## config.mk

```make
export PLATFORM = sky130hd
export DESIGN_NAME = fetch_queue
export DESIGN_NICKNAME = d
export VERILOG_FILES = /design/src/rtl/fetch_queue.sv
export SDC_FILE = /design/constraint.sdc
export NUM_CORES = 1
export LEC_CHECK = 0
export CAP_MARGIN = 25
export CORE_ASPECT_RATIO = 1.25
export CORE_UTILIZATION = 33
export CTS_CLUSTER_SIZE = 8
export DETAILED_ROUTE_END_ITERATION = 10
export HOLD_SLACK_MARGIN = 0.03
export PLACE_DENSITY_LB_ADDON = 0.12
export SLEW_MARGIN = 20
export SYNTH_ARGS = -nofsm -noshare
export SYNTH_HDL_FRONTEND = slang
export SYNTH_SLANG_ARGS = --single-unit
export TNS_END_PERCENT = 10
```

## constraint.sdc

```tcl
create_clock -name clk -period 4.1 [get_ports clk]
set_clock_uncertainty 0.05 [all_clocks]
set_input_delay 0.615 -clock clk [delete_from_list [all_inputs] [get_ports clk]]
set_output_delay 0.615 -clock clk [all_outputs]
set_load 0.02 [all_outputs]
```

## src/rtl/fetch_queue.sv

```systemverilog
// ============================================================================
// Module   : fetch_queue
// Summary  : Instruction-fetch front end with a DEPTH-entry queue to decode,
//            redirect handling, in-flight response drop and misaligned trap.
// Revision : 1.0
// ============================================================================
`default_nettype none

module fetch_queue #(
  parameter int              DEPTH    = 4,
  parameter int              XLEN     = 64,
  parameter int              ILEN     = 32,
  parameter logic [XLEN-1:0] RESET_PC = 64'h8000_0000
) (
  input  logic            clk,
  input  logic            reset,
  output logic            ireq_valid,
  output logic [XLEN-1:0] ireq_addr,
  input  logic            iresp_data_ok,
  input  logic [ILEN-1:0] iresp_data,
  input  logic            redirect_valid,
  input  logic [XLEN-1:0] redirect_pc,
  output logic            out_valid,
  input  logic            out_ready,
  output logic [XLEN-1:0] out_pc,
  output logic [ILEN-1:0] out_instr,
  output logic            out_fault
);

  localparam int                c_ptr_w    = $clog2(DEPTH);
  localparam logic [c_ptr_w:0]  c_full_cnt = (c_ptr_w + 1)'(DEPTH);
  localparam logic [XLEN-1:0]   c_step     = XLEN'(4);

  typedef enum logic [1:0] {
    ST_RUN  = 2'd0,
    ST_WAIT = 2'd1,
    ST_DROP = 2'd2,
    ST_HALT = 2'd3
  } state_t;

  state_t              r_state, w_state_nxt;
  logic [XLEN-1:0]     r_fetch_pc, w_fetch_pc_nxt;
  logic [XLEN-1:0]     r_inflight_pc;
  logic [XLEN-1:0]     r_pc_mem    [DEPTH];
  logic [ILEN-1:0]     r_instr_mem [DEPTH];
  logic [DEPTH-1:0]    r_fault_mem;
  logic [c_ptr_w-1:0]  r_rd_ptr, r_wr_ptr;
  logic [c_ptr_w:0]    r_count;

  logic w_full, w_req, w_push, w_push_fault, w_pop, w_flush;

  assign w_full = (r_count == c_full_cnt);
  assign w_pop  = out_valid & out_ready;

  always_comb begin
    w_state_nxt    = r_state;
    w_fetch_pc_nxt = r_fetch_pc;
    w_req          = 1'b0;
    w_push         = 1'b0;
    w_push_fault   = 1'b0;
    w_flush        = 1'b0;
    case (r_state)
      ST_RUN: begin
        if (redirect_valid) begin
          w_flush        = 1'b1;
          w_fetch_pc_nxt = redirect_pc;
        end else if (!w_full) begin
          if (r_fetch_pc[1:0] != 2'b00) begin
            w_push       = 1'b1;
            w_push_fault = 1'b1;
            w_state_nxt  = ST_HALT;
          end else begin
            w_req = 1'b1;
            if (iresp_data_ok) begin
              w_push         = 1'b1;
              w_fetch_pc_nxt = r_fetch_pc + c_step;
            end else begin
              w_state_nxt = ST_WAIT;
            end
          end
        end
      end
      ST_WAIT: begin
        w_req = 1'b1;
        if (redirect_valid) begin
          // A response arriving with the redirect is stale and simply dropped.
          w_flush        = 1'b1;
          w_fetch_pc_nxt = redirect_pc;
          w_state_nxt    = iresp_data_ok ? ST_RUN : ST_DROP;
        end else if (iresp_data_ok) begin
          w_push         = 1'b1;
          w_fetch_pc_nxt = r_fetch_pc + c_step;
          w_state_nxt    = ST_RUN;
        end
      end
      ST_DROP: begin
        w_req = 1'b1;
        if (redirect_valid) w_fetch_pc_nxt = redirect_pc;
        if (iresp_data_ok)  w_state_nxt    = ST_RUN;
      end
      ST_HALT: begin
        if (redirect_valid) begin
          w_flush        = 1'b1;
          w_fetch_pc_nxt = redirect_pc;
          w_state_nxt    = ST_RUN;
        end
      end
      default: w_state_nxt = ST_RUN;
    endcase
  end

  // The in-flight register keeps the bus address stable after fetch_pc moves on.
  assign ireq_valid = w_req & ~reset;
  assign ireq_addr  = (r_state == ST_RUN) ? r_fetch_pc : r_inflight_pc;

  always_ff @(posedge clk or posedge reset) begin
    if (reset) begin
      r_state       <= ST_RUN;
      r_fetch_pc    <= RESET_PC;
      r_inflight_pc <= RESET_PC;
    end else begin
      r_state    <= w_state_nxt;
      r_fetch_pc <= w_fetch_pc_nxt;
      if (w_req && (r_state == ST_RUN)) r_inflight_pc <= r_fetch_pc;
    end
  end

  always_ff @(posedge clk or posedge reset) begin
    if (reset) begin
      r_rd_ptr <= '0;
      r_wr_ptr <= '0;
      r_count  <= '0;
    end else if (w_flush) begin
      r_count  <= '0;
      r_rd_ptr <= r_wr_ptr;
    end else begin
      if (w_push) r_wr_ptr <= r_wr_ptr + c_ptr_w'(1);
      if (w_pop)  r_rd_ptr <= r_rd_ptr + c_ptr_w'(1);
      if (w_push && !w_pop)      r_count <= r_count + (c_ptr_w + 1)'(1);
      else if (!w_push && w_pop) r_count <= r_count - (c_ptr_w + 1)'(1);
    end
  end

  always_ff @(posedge clk) begin
    if (w_push) begin
      r_pc_mem[r_wr_ptr]    <= r_fetch_pc;
      r_instr_mem[r_wr_ptr] <= w_push_fault ? '0 : iresp_data;
      r_fault_mem[r_wr_ptr] <= w_push_fault;
    end
  end

  assign out_valid = (r_count != '0);
  assign out_pc    = out_valid ? r_pc_mem[r_rd_ptr] : '0;
  assign out_fault = out_valid & r_fault_mem[r_rd_ptr];
  assign out_instr = (out_valid && !r_fault_mem[r_rd_ptr]) ? r_instr_mem[r_rd_ptr] : '0;

endmodule

`default_nettype wire

```

==> results of run 1 <==
[final timing paths]
check / to / startpoint / slack [ns]
min in group asynchronous: r_state[1] / reset / 0.52
worst min-delay path: r_fetch_pc[1] / redirect_valid / 0.42
worst max register to register: r_fetch_pc[51] / r_fetch_pc[12] / 0.95
worst min register to register: r_inflight_pc[34] / r_inflight_pc[34] / 0.43
worst max-delay path: out_pc[4] / r_rd_ptr[0] / 0.37
max in group asynchronous: r_inflight_pc[31] / reset / 2.68
[routing by layer]
metal | vias up | wire [um]
met4 | 6 | 1440
met2 | 406 | 33700
met1 | 7423 | 28300
li1 | 6447 | -
met5 | - | 43
met3 | 88 | 3280
[cell usage in the layout, fill, tap and decap left out, types with 5 or more instances in the layout]
cell,n
buf_4,30
or4_1,7
a211oi_1,5
dfrtp_1,133
inv_1,11
nand2_1,51
nor2b_1,64
nor4_1,10
and4_1,10
mux4_2,97
a21oi_1,42
nand4_1,20
a22oi_1,11
and2_1,72
edfxtp_1,388
clkdlybuf4s50_1,262
a31oi_1,10
mux2_2,119
o22ai_1,12
ha_1,8
o2bb2ai_1,7
a311oi_1,12
nand3_1,38
clkbuf_1,56
nor2_1,57
clkbuf_16,78
and3_1,11
o211ai_1,7
nor3_1,30
o21ai_0,28
o22a_1,7
mux2_1,13
or3_1,7
buf_12,17
[cell families after synthesis]
| family | share of synthesized area |
|---|---|
| xor gates and xnor gates | 0.00189 |
| AOI/OAI and AO/OA | 0.0552 |
| muxes | 0.158 |
| DFF | 0.651 |
| and+or+nand+nor | 0.107 |
| adders and majority gates | 0.00572 |
| buffers and inverters | 0.0213 |
[where the power goes]
group	leakage, nW	total (mW)	internal [mW]	switching [mW]
combinational	3.65	10.2	4.82	5.34
sequential	5.11	8.35	7.32	1.03
clock	1.05	5.84	3.55	2.29
[registers in the layout (all words and copies together), names as in the netlist]
signal         flops
r_count            3
r_fetch_pc        64
r_pc_mem         256
r_wr_ptr           2
r_instr_mem      128
r_fault_mem        4
r_rd_ptr           2
r_inflight_pc     64
r_state            2
[metrics by stage]
step / cells / setup slack, ns / util / setup TNS, ns
floorplan: 1492 / -0.145 / - / -56.20
global placement: 2635 / 0.913 / 0.391 / 0
detailed placement: 2635 / 0.901 / 0.391 / 0
CTS: 2774 / 0.251 / 0.423 / 0
global route: 2775 / 0.196 / 0.423 / 0
finish: 2775 / 0.366 / 0.423 / 0
[cell type report]
type                    count  share of cell area
repair buffers            310               0.109
flip-flops and latches    525               0.513
inverters                  14             0.00192
multi-input cells         851               0.261
clock buffers             134              0.0736
well taps                 935              0.0398
clock inverters             5             0.00196
diodes                      1           0.0000852
[critical path, cell delays in order, from the launching register on]
cell             delay [ns]
dfrtp_4                0.43
buf_12                 0.37
buf_4                  0.36
mux4_2                 0.55
and2_1                 0.18
clkdlybuf4s50_1        0.53
==> results.json, run 1 <==
{
  "row_count": 108,
  "routabilityCongestion": 0.786,
  "yosysTopAreaCellShare": 0.503,
  "hold_class": "input pin to flip-flop",
  "fin_crit_sh": 0.911,
  "synth_area_leader_cell": "edfxtp_1",
  "hold-path-cell-count": 2,
  "netlist_area_um2": 23200,
  "grt_max_degree": 98,
  "syn_avg_cell_area_um2": 15.5,
  "cts_tree": "built",
  "num_vias": 14400,
  "syn_to_final_growth_pct": 26.8,
  "cp-start-kind": "flip-flop",
  "r2r.worst_path.cells": 5,
  "arrival_ns": 3.07,
  "hold_violations": 0,
  "busiest_layer": "met2",
  "finalSetupViolCount": 0,
  "grt_pass1_wl_um": 99600,
  "synth_common_cells": "388 x edfxtp_1, 135 x dfrtp_1, 119 x mux2_2, 97 x mux4_2, 76 x and2_1",
  "initialDrtViolationCount": 837,
  "power.density_nw_per_um2": 829,
  "drc": 0,
  "post_drt_wl_per_cell_um": 24.1,
  "overflow": 0,
  "syn_nets": 1603,
  "cts_inserted_buffers": 75,
  "dominantRegCellSynth": "edfxtp_1",
  "grt.total_usage": 0.189,
  "crit_required_ns": 3.43,
  "clk_latency_ns": 0.60,
  "rsz0062_at_grt": "false",
  "worst_pin_slew_ns": 0.760,
  "synthTopCellsByArea": "edfxtp_1 50%, dfrtp_1 15%, mux4_2 9.4%",
  "ctsHoldBuffers": 0,
  "cts.clk_slew.worst_paths_ns": 0.05,
  "antenna_found_initial": 4,
  "total_power_mw": 24.4,
  "synth_cells": 1492,
  "design_area_um2": 29400,
  "die_x_um": 239,
  "post_cts.repair.setup_buffers": 0,
  "drive_above_1_share": 0.212,
  "postSynthRegisterBits": 525,
  "post_cts_resized": 0,
  "maxCapViolCount": 0,
  "fin_hold_ws_ns": 0.422,
  "final-seq-area_um2": 15100,
  "drt_wl_total_um": 66800,
  "multiInputGateArea_um2": 7660,
  "ir_drop_v": 0.000449,
  "firstDrtPassIters": 5,
  "pin_count": 264,
  "coreArea_um2": 69500,
  "dieArea_um2": 71300,
  "cts_sinks": 525,
  "ant_nets": 0,
  "root_buffer": "clkbuf_16",
  "grt_pass1_vias": 15100,
  "status": "completed",
  "dp_hpwl_um": 42600,
  "start_util": 0.334,
  "yosysWarnings": 0,
  "worstPathMaxFanout": 45,
  "htreeDepth": 3,
  "yosysSeqAreaShare": 0.651,
  "leakage_nw": 9.81,
  "placed_cell_area_um2": 27200,
  "slew_headroom": 0.493,
  "met3_usage": 0.0370,
  "synth_most_common_cell": "edfxtp_1",
  "yosysUniqueCellTypes": 81,
  "fillerInstances": 6452,
  "critical_path_class": "flip-flop to output port",
  "avgViaCountPerCell": 5.18,
  "grtUsageMet2": 0.323,
  "synth-edff-count": 388,
  "clockBufferDepth": 3,
  "period_needed_ns": 3.73,
  "clock.fmax_mhz": 268,
  "nets": 1888,
  "synthArstFlopShare": 0.261,
  "met1_usage": 0.242,
  "dieHeight_um": 298,
  "slew_violations": 0,
  "crit_path_end_kind": "output port",
  "io_buffers": 263
}
Note: power is estimated with default switching activity, not from simulation.
==> inputs of run 2 (changes only) <==
- clock period: 4.1 -> 4.5 ns (I/O delays scaled with it)
==> run 2 against run 1 <==
Compared with the run above: sequential cell count unchanged; global-route usage fell by 0.14 points; die area stayed put; register-to-register slack improved by 0.40 ns; sequential power is 7.9% lower; largest power group unchanged; power is 9.6% lower; sequential share of layout area rose by 0.28 points; largest cell class unchanged; wire length fell by 0.81%.
==> results.json, run 2 (synthesis results as in run 1) <==
{
  "dieArea_um2": 71300,
  "cts_sinks": 525,
  "cts.clk_slew.worst_paths_ns": 0.05,
  "initialDrtViolationCount": 827,
  "dieHeight_um": 298,
  "hold_start": "r_inflight_pc[35]",
  "dr.max_layer_used": "met5",
  "arrival_ns": 3.21,
  "syn_to_final_growth_pct": 26.1,
  "n_antenna_cell": 0,
  "post_cts_resized": 0,
  "pin_count": 264,
  "clockBufferDepth": 3,
  "cts_tree": "built",
  "coreArea_um2": 69500,
  "routabilityCongestion": 0.783,
  "crit_required_ns": 3.77,
  "status": "completed",
  "regMostFlops": "r_pc_mem",
  "start_util": 0.334,
  "grt.total_usage": 0.188,
  "hold_class": "flip-flop to flip-flop",
  "ctsHoldBuffers": 0,
  "cp_slowest_cell": "buf_12",
  "startpoint": "r_rd_ptr[0]",
  "final_common_cell": "edfxtp_1",
  "largest_register_ffs": 256,
  "leakage_nw": 9.73,
  "fin_tns_setup_ns": 0,
  "row_count": 108,
  "met1Wirelength_um": 28800,
  "avgViaCountPerCell": 5.20,
  "die_x_um": 239,
  "clk_latency_ns": 0.61,
  "layout_common_cells": "388 x edfxtp_1, 262 x clkdlybuf4s50_1, 133 x dfrtp_1, 119 x mux2_2, 97 x mux4_2",
  "rsz0062_at_grt": "false",
  "grt_pass1_vias": 15200,
  "overflow": 0,
  "slew_violations": 0,
  "drive_above_1_share": 0.206,
  "firstDrtPassIters": 5,
  "grt_max_degree": 99,
  "crit_path_cell_trace": "buf_12, mux4_2, and2_1, clkdlybuf4s50_1",
  "dp_hpwl_um": 41900,
  "clock.fmax_mhz": 254,
  "hold_violations": 0,
  "post_cts.repair.setup_buffers": 0,
  "maxCapViolCount": 0,
  "drt_wl_total_um": 66200,
  "ir_drop_v": 0.000441,
  "worstPathMaxFanout": 98,
  "slew_headroom": 0.381,
  "finalSetupViolCount": 0,
  "power.density_nw_per_um2": 753,
  "ant_nets": 0,
  "nets": 1875,
  "cts_inserted_buffers": 75,
  "worst_pin_slew_ns": 0.929,
  "period_needed_ns": 3.94,
  "final_util": 0.421,
  "worst_path_largest_cell_delay_ns": 0.65,
  "antenna_found_initial": 5,
  "htreeDepth": 3,
  "num_vias": 14400,
  "drc": 0,
  "wl_met3_um": 3020,
  "grt_pass1_wl_um": 98500,
  "total_power_mw": 22.0,
  "top_regs": "r_pc_mem (256), r_instr_mem (128)",
  "dr_wl_met2_um": 33000,
  "root_buffer": "clkbuf_16",
  "post_drt_wl_per_cell_um": 24.0,
  "fin_crit_sh": 0.874,
  "io_buffers": 263,
  "crit_path_end_kind": "output port",
  "critical_path_class": "flip-flop to output port",
  "cp-start-kind": "flip-flop",
  "worstReg2RegStart": "r_state[1]"
}
==> run 2: cell types whose count changed in the layout (fill, tap and decap cells not counted), sizes merged <==
cell / before / now
clkinvlp: 1 / 0
buf: 48 / 35
clkinv: 2 / 3
clkbuf: 134 / 135
diode: 1 / 0
inv: 16 / 15
==> run 2: path summary, 6_finish.rpt <==
check                                     to  slack, ns  depth (start not counted)
hold / removal             r_inflight_pc[35]       0.43                          1
min in group asynchronous      r_fetch_pc[1]       0.65                          2
max in group asynchronous     r_fetch_pc[31]       2.88                          3
hold reg to reg            r_inflight_pc[35]       0.43                          1
setup reg to reg           r_instr_mem[1][8]       1.35                          7
setup / recovery                  out_pc[18]       0.56                          4
==> run 2: final cells by class <==
class | count | area, um2
Multi-Input combinational cell | 851 | 7660
Timing Repair Buffer | 297 | 3050
Clock buffer | 135 | 2140
Fill cell | 6414 | 40200
Clock inverter | 4 | 63.8
Inverter | 14 | 58.8
Sequential cell | 525 | 15100
Tap cell | 935 | 1170
==> run 2: routing by layer <==
| layer | up-vias | global-route usage |
|---|---|---|
| met5 | - | 0 |
| met3 | 94 | 0.0313 |
| met4 | 8 | 0.0571 |
| met1 | 7457 | 0.245 |
| li1 | 6411 | - |
| met2 | 382 | 0.319 |
==> run 2: critical path, delay by kind of cell (launching register included) <==
| family | cells | cell delay [ns] |
|---|---|---|
| flip-flops | 1 | 0.43 |
| multiplexers | 1 | 0.62 |
| buffers and inverters | 2 | 1.20 |
| AND/OR/NAND/NOR | 1 | 0.22 |
==> run 2: power breakdown <==
| group | internal (mW) | switching [mW] |
|---|---|---|
| Clock | 3.21 | 2.07 |
| Combinational | 4.30 | 4.76 |
| Sequential | 6.67 | 1.02 |
| Total | 14.2 | 7.84 |
==> run 2: per-stage QoR <==
stage               cells  area, um2  hold slack [ns]  worst slack [ns]
CTS                  2761      29200            0.401             0.503
global route         2761      29200            0.429             0.426
finish               2761      29200            0.432             0.565
detailed placement   2622      27000            0.422              1.17
global placement     2622      27000            0.414              1.16
floorplan            1492      23200            0.404             0.110
